--- src/rtl/adc_uart_streamer_pkg.sv ---
// Shared constants, TX FSM state type and byte-framing helpers for the ADC-to-UART sample path.
package adc_uart_streamer_pkg;

    localparam int SAMPLE_HDR_BIT  = 7;
    localparam int FRAME_ADC_WIDTH = 10;

    typedef enum logic [2:0] {
        TX_IDLE,
        TX_LOAD,
        TX_SEND,
        TX_WAIT_BUSY,
        TX_WAIT_DONE
    } tx_state_t;

    // The header bit is set only in the first byte so a host can resynchronise mid-stream.
    function automatic logic [7:0] frameByte0(input logic [FRAME_ADC_WIDTH-1:0] sample);
        logic [7:0] b;
        b                 = '0;
        b[SAMPLE_HDR_BIT] = 1'b1;
        b[2:0]            = sample[9:7];
        return b;
    endfunction

    function automatic logic [7:0] frameByte1(input logic [FRAME_ADC_WIDTH-1:0] sample);
        return {1'b0, sample[6:0]};
    endfunction

endpackage

--- src/rtl/adc_uart_streamer_if.sv ---
// Handshake bundle between the ADC reader, the sample streamer and the UART transmitter.
interface adc_uart_streamer_if #(
    parameter int ADC_WIDTH = 10
);
    logic [ADC_WIDTH-1:0] adc_data;
    logic                 adc_available;
    logic                 adc_clear_available;
    logic [7:0]           tx_data;
    logic                 tx_enable;
    logic                 tx_available;

    modport master (
        input  adc_data,
        input  adc_available,
        input  tx_available,
        output adc_clear_available,
        output tx_data,
        output tx_enable
    );

    modport slave (
        output adc_data,
        output adc_available,
        output tx_available,
        input  adc_clear_available,
        input  tx_data,
        input  tx_enable
    );
endinterface

--- src/rtl/adc_uart_streamer_sync_fifo.sv ---
// Single-clock FIFO with registered read data; full/empty derive from the registered level.
module sync_fifo #(
    parameter int WIDTH = 10,
    parameter int DEPTH = 16
) (
    input  logic                   clk,
    input  logic                   rst,
    input  logic                   i_push,
    input  logic [WIDTH-1:0]       i_wr_data,
    input  logic                   i_pop,
    output logic [WIDTH-1:0]       o_rd_data,
    output logic                   o_full,
    output logic                   o_empty,
    output logic [$clog2(DEPTH):0] o_level
);
    localparam int              AW        = $clog2(DEPTH);
    localparam logic [AW:0]     LVL_FULL  = (AW+1)'(DEPTH);

    logic [WIDTH-1:0] r_mem [DEPTH];
    logic [AW-1:0]    r_wrPtr;
    logic [AW-1:0]    r_rdPtr;
    logic [AW:0]      r_level;
    logic [WIDTH-1:0] r_rdData;
    logic             w_doPush;
    logic             w_doPop;

    assign o_full    = (r_level == LVL_FULL);
    assign o_empty   = (r_level == '0);
    assign o_level   = r_level;
    assign o_rd_data = r_rdData;

    // A push into a full FIFO is refused even if a pop happens in the same cycle.
    assign w_doPush  = i_push && !o_full;
    assign w_doPop   = i_pop && !o_empty;

    always_ff @(posedge clk) begin
        if (w_doPush) begin
            r_mem[r_wrPtr] <= i_wr_data;
        end
    end

    always_ff @(posedge clk or posedge rst) begin
        if (rst) begin
            r_wrPtr  <= '0;
            r_rdPtr  <= '0;
            r_level  <= '0;
            r_rdData <= '0;
        end else begin
            if (w_doPush) begin
                r_wrPtr <= r_wrPtr + 1'b1;
            end
            if (w_doPop) begin
                r_rdPtr  <= r_rdPtr + 1'b1;
                r_rdData <= r_mem[r_rdPtr];
            end
            if (w_doPush && !w_doPop) begin
                r_level <= r_level + 1'b1;
            end else if (w_doPop && !w_doPush) begin
                r_level <= r_level - 1'b1;
            end
        end
    end

endmodule

--- src/rtl/adc_uart_streamer.sv ---
// Captures ADC samples into a FIFO and streams each one to the UART as a self-synchronising byte pair.
import adc_uart_streamer_pkg::*;

module adc_uart_streamer #(
    parameter int ADC_WIDTH  = 10,
    parameter int FIFO_DEPTH = 16,
    parameter int DECIMATE   = 1
) (
    input  logic                        clk,
    input  logic                        rst,
    input  logic                        i_stream_enable,
    adc_uart_streamer_if.master         bus,
    output logic [$clog2(FIFO_DEPTH):0] o_fifo_level,
    output logic [7:0]                  o_overflow_count
);
    tx_state_t             r_state;
    tx_state_t             w_nextState;

    logic                  r_clear;
    logic                  r_clearInFlight;
    logic                  r_push;
    logic [ADC_WIDTH-1:0]  r_pushData;
    logic [7:0]            r_decCnt;
    logic [7:0]            r_overflow;
    logic [7:0]            r_txData;
    logic                  r_secondByte;

    logic                  w_capture;
    logic                  w_pop;
    logic                  w_txEnable;
    logic                  w_loadByte0;
    logic                  w_loadByte1;
    logic                  w_fifoFull;
    logic                  w_fifoEmpty;
    logic [ADC_WIDTH-1:0]  w_rdData;

    // The reader needs a cycle to drop its flag after our pulse, so ignore it for two cycles.
    assign w_capture = bus.adc_available && !r_clear && !r_clearInFlight;

    always_ff @(posedge clk or posedge rst) begin
        if (rst) begin
            r_clear         <= 1'b0;
            r_clearInFlight <= 1'b0;
            r_push          <= 1'b0;
            r_pushData      <= '0;
            r_decCnt        <= '0;
            r_overflow      <= '0;
        end else begin
            r_clear         <= w_capture;
            r_clearInFlight <= r_clear;
            r_push          <= w_capture && i_stream_enable && (r_decCnt == '0);
            if (w_capture) begin
                r_pushData <= bus.adc_data;
            end
            if (w_capture && i_stream_enable) begin
                r_decCnt <= (r_decCnt == 8'(DECIMATE - 1)) ? '0 : r_decCnt + 1'b1;
            end
            if (r_push && w_fifoFull && (r_overflow != 8'hFF)) begin
                r_overflow <= r_overflow + 1'b1;
            end
        end
    end

    sync_fifo #(
        .WIDTH (ADC_WIDTH),
        .DEPTH (FIFO_DEPTH)
    ) u_fifo (
        .clk       (clk),
        .rst       (rst),
        .i_push    (r_push),
        .i_wr_data (r_pushData),
        .i_pop     (w_pop),
        .o_rd_data (w_rdData),
        .o_full    (w_fifoFull),
        .o_empty   (w_fifoEmpty),
        .o_level   (o_fifo_level)
    );

    always_ff @(posedge clk or posedge rst) begin
        if (rst) begin
            r_state <= TX_IDLE;
        end else begin
            r_state <= w_nextState;
        end
    end

    always_comb begin
        w_nextState = r_state;
        w_pop       = 1'b0;
        w_txEnable  = 1'b0;
        w_loadByte0 = 1'b0;
        w_loadByte1 = 1'b0;
        case (r_state)
            TX_IDLE: begin
                if (!w_fifoEmpty && bus.tx_available) begin
                    w_pop       = 1'b1;
                    w_nextState = TX_LOAD;
                end
            end
            TX_LOAD: begin
                w_loadByte0 = 1'b1;
                w_nextState = TX_SEND;
            end
            TX_SEND: begin
                w_txEnable  = 1'b1;
                w_nextState = TX_WAIT_BUSY;
            end
            TX_WAIT_BUSY: begin
                if (!bus.tx_available) begin
                    w_nextState = TX_WAIT_DONE;
                end
            end
            TX_WAIT_DONE: begin
                if (bus.tx_available) begin
                    if (!r_secondByte) begin
                        w_loadByte1 = 1'b1;
                        w_nextState = TX_SEND;
                    end else begin
                        w_nextState = TX_IDLE;
                    end
                end
            end
            default: w_nextState = TX_IDLE;
        endcase
    end

    // The FIFO read register holds the popped sample for the whole pair.
    always_ff @(posedge clk or posedge rst) begin
        if (rst) begin
            r_txData     <= '0;
            r_secondByte <= 1'b0;
        end else if (w_loadByte0) begin
            r_txData     <= frameByte0(w_rdData);
            r_secondByte <= 1'b0;
        end else if (w_loadByte1) begin
            r_txData     <= frameByte1(w_rdData);
            r_secondByte <= 1'b1;
        end
    end

    assign bus.adc_clear_available = r_clear;
    assign bus.tx_data             = r_txData;
    assign bus.tx_enable           = w_txEnable;
    assign o_overflow_count        = r_overflow;

endmodule

--- src/flat_wrapper.sv ---
// flat-port wrapper written by rule: the top's interface ports become plain ports
module adc_uart_streamer_flat 
#(
    parameter int ADC_WIDTH  = 10,
    parameter int FIFO_DEPTH = 16,
    parameter int DECIMATE   = 1
)
  (clk, rst, i_stream_enable, o_fifo_level, o_overflow_count, bus_adc_data, bus_adc_available, bus_tx_available, bus_adc_clear_available, bus_tx_data, bus_tx_enable);
  adc_uart_streamer_if #(.ADC_WIDTH(ADC_WIDTH)) bus_i ();
  input  logic clk;
  input  logic rst;
  input  logic i_stream_enable;
  output logic [$clog2(FIFO_DEPTH):0] o_fifo_level;
  output logic [7:0] o_overflow_count;
  input wire logic [$bits(bus_i.adc_data)-1:0] bus_adc_data;
  input wire logic [$bits(bus_i.adc_available)-1:0] bus_adc_available;
  input wire logic [$bits(bus_i.tx_available)-1:0] bus_tx_available;
  output wire logic [$bits(bus_i.adc_clear_available)-1:0] bus_adc_clear_available;
  output wire logic [$bits(bus_i.tx_data)-1:0] bus_tx_data;
  output wire logic [$bits(bus_i.tx_enable)-1:0] bus_tx_enable;
  assign bus_i.adc_data = bus_adc_data;
  assign bus_i.adc_available = bus_adc_available;
  assign bus_i.tx_available = bus_tx_available;
  assign bus_adc_clear_available = bus_i.adc_clear_available;
  assign bus_tx_data = bus_i.tx_data;
  assign bus_tx_enable = bus_i.tx_enable;
  adc_uart_streamer #(.ADC_WIDTH(ADC_WIDTH), .FIFO_DEPTH(FIFO_DEPTH), .DECIMATE(DECIMATE)) u_core (.clk(clk), .rst(rst), .i_stream_enable(i_stream_enable), .bus(bus_i), .o_fifo_level(o_fifo_level), .o_overflow_count(o_overflow_count));
endmodule
--- config.mk ---
export PLATFORM = sky130hd
export DESIGN_NAME = adc_uart_streamer_flat
export DESIGN_NICKNAME = d
export VERILOG_FILES = /design/src/rtl/adc_uart_streamer_pkg.sv /design/src/rtl/adc_uart_streamer_if.sv /design/src/rtl/adc_uart_streamer_sync_fifo.sv /design/src/rtl/adc_uart_streamer.sv /design/src/flat_wrapper.sv
export SDC_FILE = /design/constraint.sdc
export NUM_CORES = 1
export LEC_CHECK = 0
export ABC_AREA = 1
export BUFFER_PORTS_ARGS = -buffer_cell sky130_fd_sc_hd__buf_2
export CORE_MARGIN = 3
export CORE_UTILIZATION = 50
export DETAILED_ROUTE_END_ITERATION = 10
export HOLD_SLACK_MARGIN = 0.08
export PLACE_DENSITY = 0.65
export SLEW_MARGIN = 30
export SYNTH_ARGS = -nofsm -noshare
export SYNTH_HDL_FRONTEND = slang
export SYNTH_SLANG_ARGS = --single-unit
--- constraint.sdc ---
create_clock -name clk -period 2.8 [get_ports clk]
set_clock_uncertainty 0.1 [all_clocks]
set_input_delay 0.14 -clock clk [delete_from_list [all_inputs] [get_ports clk]]
set_output_delay 0.14 -clock clk [all_outputs]
set_load 0.05 [all_outputs]
# After elaboration in Yosys (flattened, before gate mapping)
# Memories as Yosys holds them, arrays and structs flattened. A register that Yosys moved wholly into a read port is not among the register bits.
# Cells that the tools add are included.
[word_totals] regBits=54 elab_cells=72 memories=1 output_inout_bits=23 ramBits=160 in_bits=15
[memory_table] memory="u_core.u_fifo.r_mem" depth=16 width=10 rd=1 rd_ports_with_merged_regs=1 wr=1 line="adc_uart_streamer_sync_fifo.sv:19" text="logic [WIDTH-1:0] r_mem [DEPTH];"
[op_classes] mux=21 addsub=6 n_eq_ne=9 n_reduce_logical=23
[op_table] operator="8-bit two-way mux" n=3
[op_table] operator="8-bit by 1-bit adder with 8-bit output (second input constant)" n=2
[op_table] operator="3-bit case mux with 5 select lines" n=1
[op_table] operator="1-bit logical AND" n=11
[op_table] operator="1-bit two-way mux" n=11
[op_table] operator="5-bit two-way mux" n=2
[op_table] operator="3-bit two-way mux" n=3
[op_table] operator="4-bit by 1-bit adder with 4-bit output (second input constant)" n=2
[op_table] operator="8-bit logical NOT" n=1
[op_table] operator="8-bit != test (second input constant)" n=1
[op_table] operator="3-bit by 2-bit == test with 1-bit output (second input constant)" n=2
[op_table] operator="1-bit logical NOT" n=6
[op_table] operator="5-bit by 1-bit adder with 5-bit output (second input constant)" n=1
[op_table] operator="5-bit == test (second input constant)" n=1
[op_table] operator="5-bit logical NOT" n=1
[op_table] operator="5-bit by 1-bit subtractor with 5-bit output (second input constant)" n=1
[op_table] operator="2-bit != test (second input constant)" n=2
[op_table] operator="2-bit nonzero test" n=2
[op_table] operator="3-bit by 1-bit == test with 1-bit output (second input constant)" n=1
[op_table] operator="3-bit == test (second input constant)" n=1
[op_table] operator="3-bit logical NOT" n=1
[op_table] operator="3-bit AND reduction" n=1
[op_table] operator="2-bit two-way mux" n=1
[op_table] operator="2-bit by 1-bit != test with 1-bit output (second input constant)" n=1

# Longest topological paths before layout
[logic_depth] depth_word=9 ltp_mapped=14 ltp_nobuf=13

# Cells and area by module
# From an unflattened synthesis, not the netlist that was laid out.
[hier_totals] hier_cells=1071 hier_area_um2=10179.8
[by_module_without_submodules] module="sync_fifo" area_per_inst_um2=8130.3 instances=1 cells_each=806
[by_module_without_submodules] module="adc_uart_streamer" area_per_inst_um2=2049.5 instances=1 cells_each=265

# Worst setup path after synthesis
# OpenSTA, ideal clock, no wires.
[synth_timing] path_kind="reg-to-reg" startpoint="register u_core.u_fifo.r_level[0] (netlist: u_core.u_fifo.o_level[0])" endpoint="register u_core.u_fifo.r_level[4] (netlist: u_core.u_fifo.o_level[4])" slack_ns=0.169 synth_period_minus_slack_ns=2.631 stages_incl_launch_ff=14 arrival_time_ns=2.410 setup_ns=0.121 path_cell_list="dfrtp_1 -> inv_1 -> nand4_1 -> nand3_2 -> buf_2 -> ha_1 -> inv_1 -> ha_1 -> a21oi_1 -> nand2_1 -> a21oi_1 -> o21ai_0 -> nand2_1 -> nand2_1"
[synth_via] elab_chain_cells=9
[synth_rtl] item="start: declaration" line="adc_uart_streamer_sync_fifo.sv:22" text="logic [AW:0] r_level;"
[synth_rtl] item="start signal: assignment" line="adc_uart_streamer_sync_fifo.sv:57" text="r_level <= r_level + 1'b1;"
[synth_rtl] item="start signal: assignment" line="adc_uart_streamer_sync_fifo.sv:59" text="r_level <= r_level - 1'b1;"
[synth_rtl] item="5-bit logical NOT" line="adc_uart_streamer_sync_fifo.sv:28" text="assign o_empty = (r_level == '0);"
[synth_rtl] item="1-bit logical NOT" line="adc_uart_streamer_sync_fifo.sv:34, adc_uart_streamer.sv:95"
[synth_rtl] item="1-bit logical AND" line="adc_uart_streamer.sv:95" text="if (!w_fifoEmpty && bus.tx_available) begin"
[synth_rtl] item="1-bit two-way mux" line="adc_uart_streamer.sv:95"
[synth_rtl] item="1-bit two-way mux" line="adc_uart_streamer.sv:93" text="case (r_state)"
[synth_rtl] item="1-bit logical AND" line="adc_uart_streamer_sync_fifo.sv:34" text="assign w_doPop = i_pop && !o_empty;"
[synth_rtl] item="1-bit logical NOT" line="adc_uart_streamer_sync_fifo.sv:56" text="if (w_doPush && !w_doPop) begin"
[synth_rtl] item="1-bit logical AND" line="adc_uart_streamer_sync_fifo.sv:56"
[synth_rtl] item="5-bit two-way mux / 2-bit nonzero test (equally long branches)"
# Several ways; a longest one is shown, not always the timed one. The select of a mux whose other input is x is not followed.
# A chain may end at the register's enable or synchronous reset.

# Final worst setup path
[layout_timing] startpoint="register u_core.u_fifo.r_level[2] (netlist: u_core.u_fifo.o_level[2])" endpoint="register u_core.u_fifo.r_level[4] (netlist: u_core.u_fifo.o_level[4])"
[layout_lines] item="5-bit == test (*)" line="adc_uart_streamer_sync_fifo.sv:27" text="assign o_full = (r_level == LVL_FULL);"
[layout_lines] item="1-bit logical NOT (*)" line="adc_uart_streamer_sync_fifo.sv:33" text="assign w_doPush = i_push && !o_full;"
[layout_lines] item="1-bit logical AND (*)" line="adc_uart_streamer_sync_fifo.sv:33"
[layout_lines] item="via u_core.u_fifo.w_doPush" line="adc_uart_streamer_sync_fifo.sv:24" text="logic w_doPush;"
[layout_lines] item="1-bit logical NOT" line="adc_uart_streamer_sync_fifo.sv:58" text="end else if (w_doPop && !w_doPush) begin"
[layout_lines] item="1-bit logical AND" line="adc_uart_streamer_sync_fifo.sv:58"
[layout_lines] item="2-bit nonzero test (no source line)"
# The timed path passes the listed nets; every way through them passes the cells marked *. The select of a mux whose other input is x is not followed.

==> summary.txt <==
Floorplan
  – Row Count: 51
  – Die Ht: 147 µm
  – Starting Density: 51.1%
  – Ports: 38
  – Core area: 19500 µm²
  – Die X: 147 µm
  – Die ar.: 21700 µm²

Setup path
  – R2R Setup Slk: roughly 0.27 ns
  – CP Max Fanout: 8
  – Reg-to-reg startpoint: u_core.u_fifo.o_level[2]$_DFFE_PP0P_
  – CP endpoint kind: flop
  – Worst Setup SP: u_core.u_fifo.o_level[2]$_DFFE_PP0P_
  – WS Path Type: reg -> reg
  – Worst Reg2Reg Path Length in Cells: 13
  – Required time of the critical path: 3.09 ns
  – FF-to-FF End: u_core.u_fifo.o_level[4]$_DFFE_PP0P_
  – WP data arrival: between 2 and 3 ns
  – Crit path launch type: flop

Clock network
  – Htree depth: 1
  – Clock Tree Root: clkbuf_16
  – CTS Buf Count: 24
  – CTS Buffer Depth: 3
  – Clk sinks: ~220
  – CTS tree: yes
  – Worst-skew pair later-pin latency: 0.52 ns
  – Worst-path clk slew: 0.06 ns

Timing
  – Max-slew violations: 0
  – Tightest Pin Transition: between 0.7 and 0.8 ns
  – Final period util: 90.2%
  – RSZ-0062 raised after global routing: false
  – Max Fclk: between 0.3 and 0.4 GHz
  – Final Hold Violating Endpoints: 0
  – Setup TNS: 0 ns
  – WHS: 0.144 ns
  – Final min period: 2.53 ns
  – Final setup violation count: 0
  – Max_slew headroom: 51.9%

Final layout
  – Final core occ: 59.4%
  – Storage element area: ~6400 µm²
  – # fillers: 1640
  – Share of post-route cells with drive strength above 1: 11.4%
  – Synthesis-to-layout area growth: 16.3%
  – Post-route cell area: 11600 µm²
  – Net count, final: approximately 1100
  – Antenna diodes: 0
  – Area taken by multi-input logic gates: around 2700 µm²

Detailed routing
  – DR pass1 iterations: 7
  – DR DRC count: 0
  – Vias per std cell: 4.96
  – WL final: 21300 µm
  – 1st-iter DRT viols: ~520
  – DR WL/cell: 15.5 µm
  – Via count: just under 7000
  – Antenna-violating nets left: 0

Synth
  – Yosys reg bits: 224
  – Post-synthesis cell type count: 35
  – Cell taking the most area after synthesis: edfxtp_1
  – Cells after Synth: 1007
  – Synth top area share: 48.2%
  – Post-synthesis sequential area ratio: 64.2%
  – Syn Area/Cell: roughly 9.9 µm²
  – Net Count, Synth: 1035
  – Ranking of synthesized cells by area: edfxtp_1 (48%), dfrtp_1 (16%), nand2_1 (13%)
  – Post-Syn Area: 9970 µm²
  – Synth warnings: 0

Global routing
  – Number of global-route vias before repair: 6454
  – Total GRT Usage: 20.1%
  – Largest net degree at the start of global routing: 83
  – Congestion Overflow GR: 0
  – First-pass GRT wire length: 34400 µm
  – Initial antenna violation count: 0

Power and ir drop
  – Pwr Density: 928 nW/µm²
  – Internal: between 6 and 7 mW
  – Switching power: 3.92 mW
  – VDD IR max: roughly 600 µV
  – Comb pwr share: 30.5%
  – Design Power: approximately 11 mW
  – Leakage: 5.29 nW
  – Sw frac: between 30% and 40%
  – Clock share of power: 29.1%
  – Flop pwr share: 40.4%

Placed design
  – Port Buffers: 37
  – Routability cong.: 0.800
  – Placed Instance Area: 10500 µm²
  – Dpl hpwl: 12700 µm

Min path
  – Min-Delay Path Class: in -> async

Flow run
  – Max Cap Viol: 0

Outcome
  – Status: finished, final reports clean
-- kinds of logic (layout without fill, tap and decap cells) --
kind of cell / after synthesis / after routing / synth area share (%)
AO/OA/AOI/OAI: 31 / 31 / 1.77
AND/OR/NAND/NOR: 522 / 522 / 22.3
buffers and inverters: 200 / 300 / 8.48
flip-flops: 224 / 224 / 64.2
XOR/XNOR: 16 / 16 / 1.41
adder cells (fa/ha/maj): 13 / 13 / 1.71
multiplexers: 1 / 1 / 0.113
-- critical path, cell delays in order, from the launching register on --
cell	delay [ns]
dfrtp_1	0.41
nor2_1	0.14
nand4_1	0.16
nand2_2	0.17
inv_2	0.09
ha_1	0.19
inv_1	0.17
ha_1	0.31
a21oi_1	0.17
nand2_1	0.10
a21oi_1	0.17
o21ai_0	0.11
nand2_1	0.06
nand2_1	0.04
-- placed cells by master, fill, tap and decap left out, drive strengths merged --
cell type    instances
nand2              339
inv                162
edfxtp             160
nand3              136
buf                 67
dfrtp               64
clkbuf              34
nor2                30
dlygate4sd3         25
o21ai               18
ha                  12
nor3                11
xor2                10
clkinv              10
a21oi                6
xnor2                6
nand4                5
a22o                 4
nor3b                1
o211ai               1
o22ai                1
a211oi               1
mux2                 1
fa                   1
bufinv               1
clkinvlp             1
-- power by group through the flow --
| stage | clock network [mW] | registers [mW] | logic [mW] |
|---|---|---|---|
| floorplan | 0 | 4.50 | 2.24 |
| global placement | 0 | 4.41 | 3.20 |
| detailed placement | 0 | 4.42 | 3.24 |
| CTS | 3.21 | 4.35 | 3.29 |
| global route | 3.33 | 4.41 | 3.67 |
| finish | 3.14 | 4.35 | 3.28 |
-- cell usage after synthesis, drive strengths merged --
cell type and number:
buf 29, a21oi 6, nor2 30, xor2 10
nand3 136, ha 12, mux2 1, o22ai 1
o211ai 1, clkinv 2, fa 1, dfrtp 64
xnor2 6, nor3 11, inv 162, edfxtp 160
nand2 339, a211oi 1, nand4 5, o21ai 18
nor3b 1, a22o 4, clkbuf 7
-- what timing repair did --
item                                    4_1_cts  5_1_grt
setup buffers                                 0        3
endpoints found under the setup margin        0        1
resized for setup                             0        1
endpoints found under the hold margin        91        0
hold buffers                                 25        0
-- worst max path at each step --
stage | end | slack (ns) | cells past startpoint
after floorplan | u_core.u_fifo.o_level[4]$_DFFE_PP0P_ | 0.17 | 13
after global placement | u_core.u_fifo.o_level[4]$_DFFE_PP0P_ | 0.31 | 13
after detailed placement | u_core.u_fifo.o_level[4]$_DFFE_PP0P_ | 0.22 | 13
after CTS | u_core.u_fifo.o_level[4]$_DFFE_PP0P_ | 0.20 | 13
after global routing | u_core.u_fifo.o_level[4]$_DFFE_PP0P_ | 0.004 | 13
final | u_core.u_fifo.o_level[4]$_DFFE_PP0P_ | 0.27 | 13
-- stage by stage --
step	worst slack (ns)	std cells
after floorplan	0.169	1007
after global placement	0.309	1300
after global routing	0.00354	1372
final	0.273	1372
after CTS	0.196	1369
after detailed placement	0.217	1300
-- registers in the layout, indices dropped and copies added, names as in the netlist, 5 cells and up --
| register | cells |
|---|---|
| u_core.bus.tx_data | 8 |
| u_core.u_fifo.r_mem | 160 |
| u_core.o_overflow_count | 8 |
| u_core.u_fifo.o_level | 5 |
| u_core.r_decCnt | 8 |
| u_core.u_fifo.o_rd_data | 10 |
| u_core.r_pushData | 10 |
-- layout make-up --
cell class | count | area share [%]
Clock buffer | 34 | 6.21
Timing Repair Buffer | 92 | 6.13
Clock inverter | 10 | 0.755
Sequential cell | 224 | 55.2
Multi-Input combinational cell | 583 | 23.5
Inverter | 164 | 5.35
Tap cell | 265 | 2.86
-- routing by layer --
layer | share of wire [%] | wire [µm] | global-route usage, % | up-vias
met5 | 0 | 0 | 0 | -
met4 | 2.3 | 496 | 5.55 | 0
met3 | 5.6 | 1190 | 2.90 | 37
met2 | 47 | 10100 | 32.9 | 174
met1 | 45 | 9540 | 28.6 | 3197
li1 | - | - | - | 3394
No activity file was read; power rests on OpenSTA's default activity.
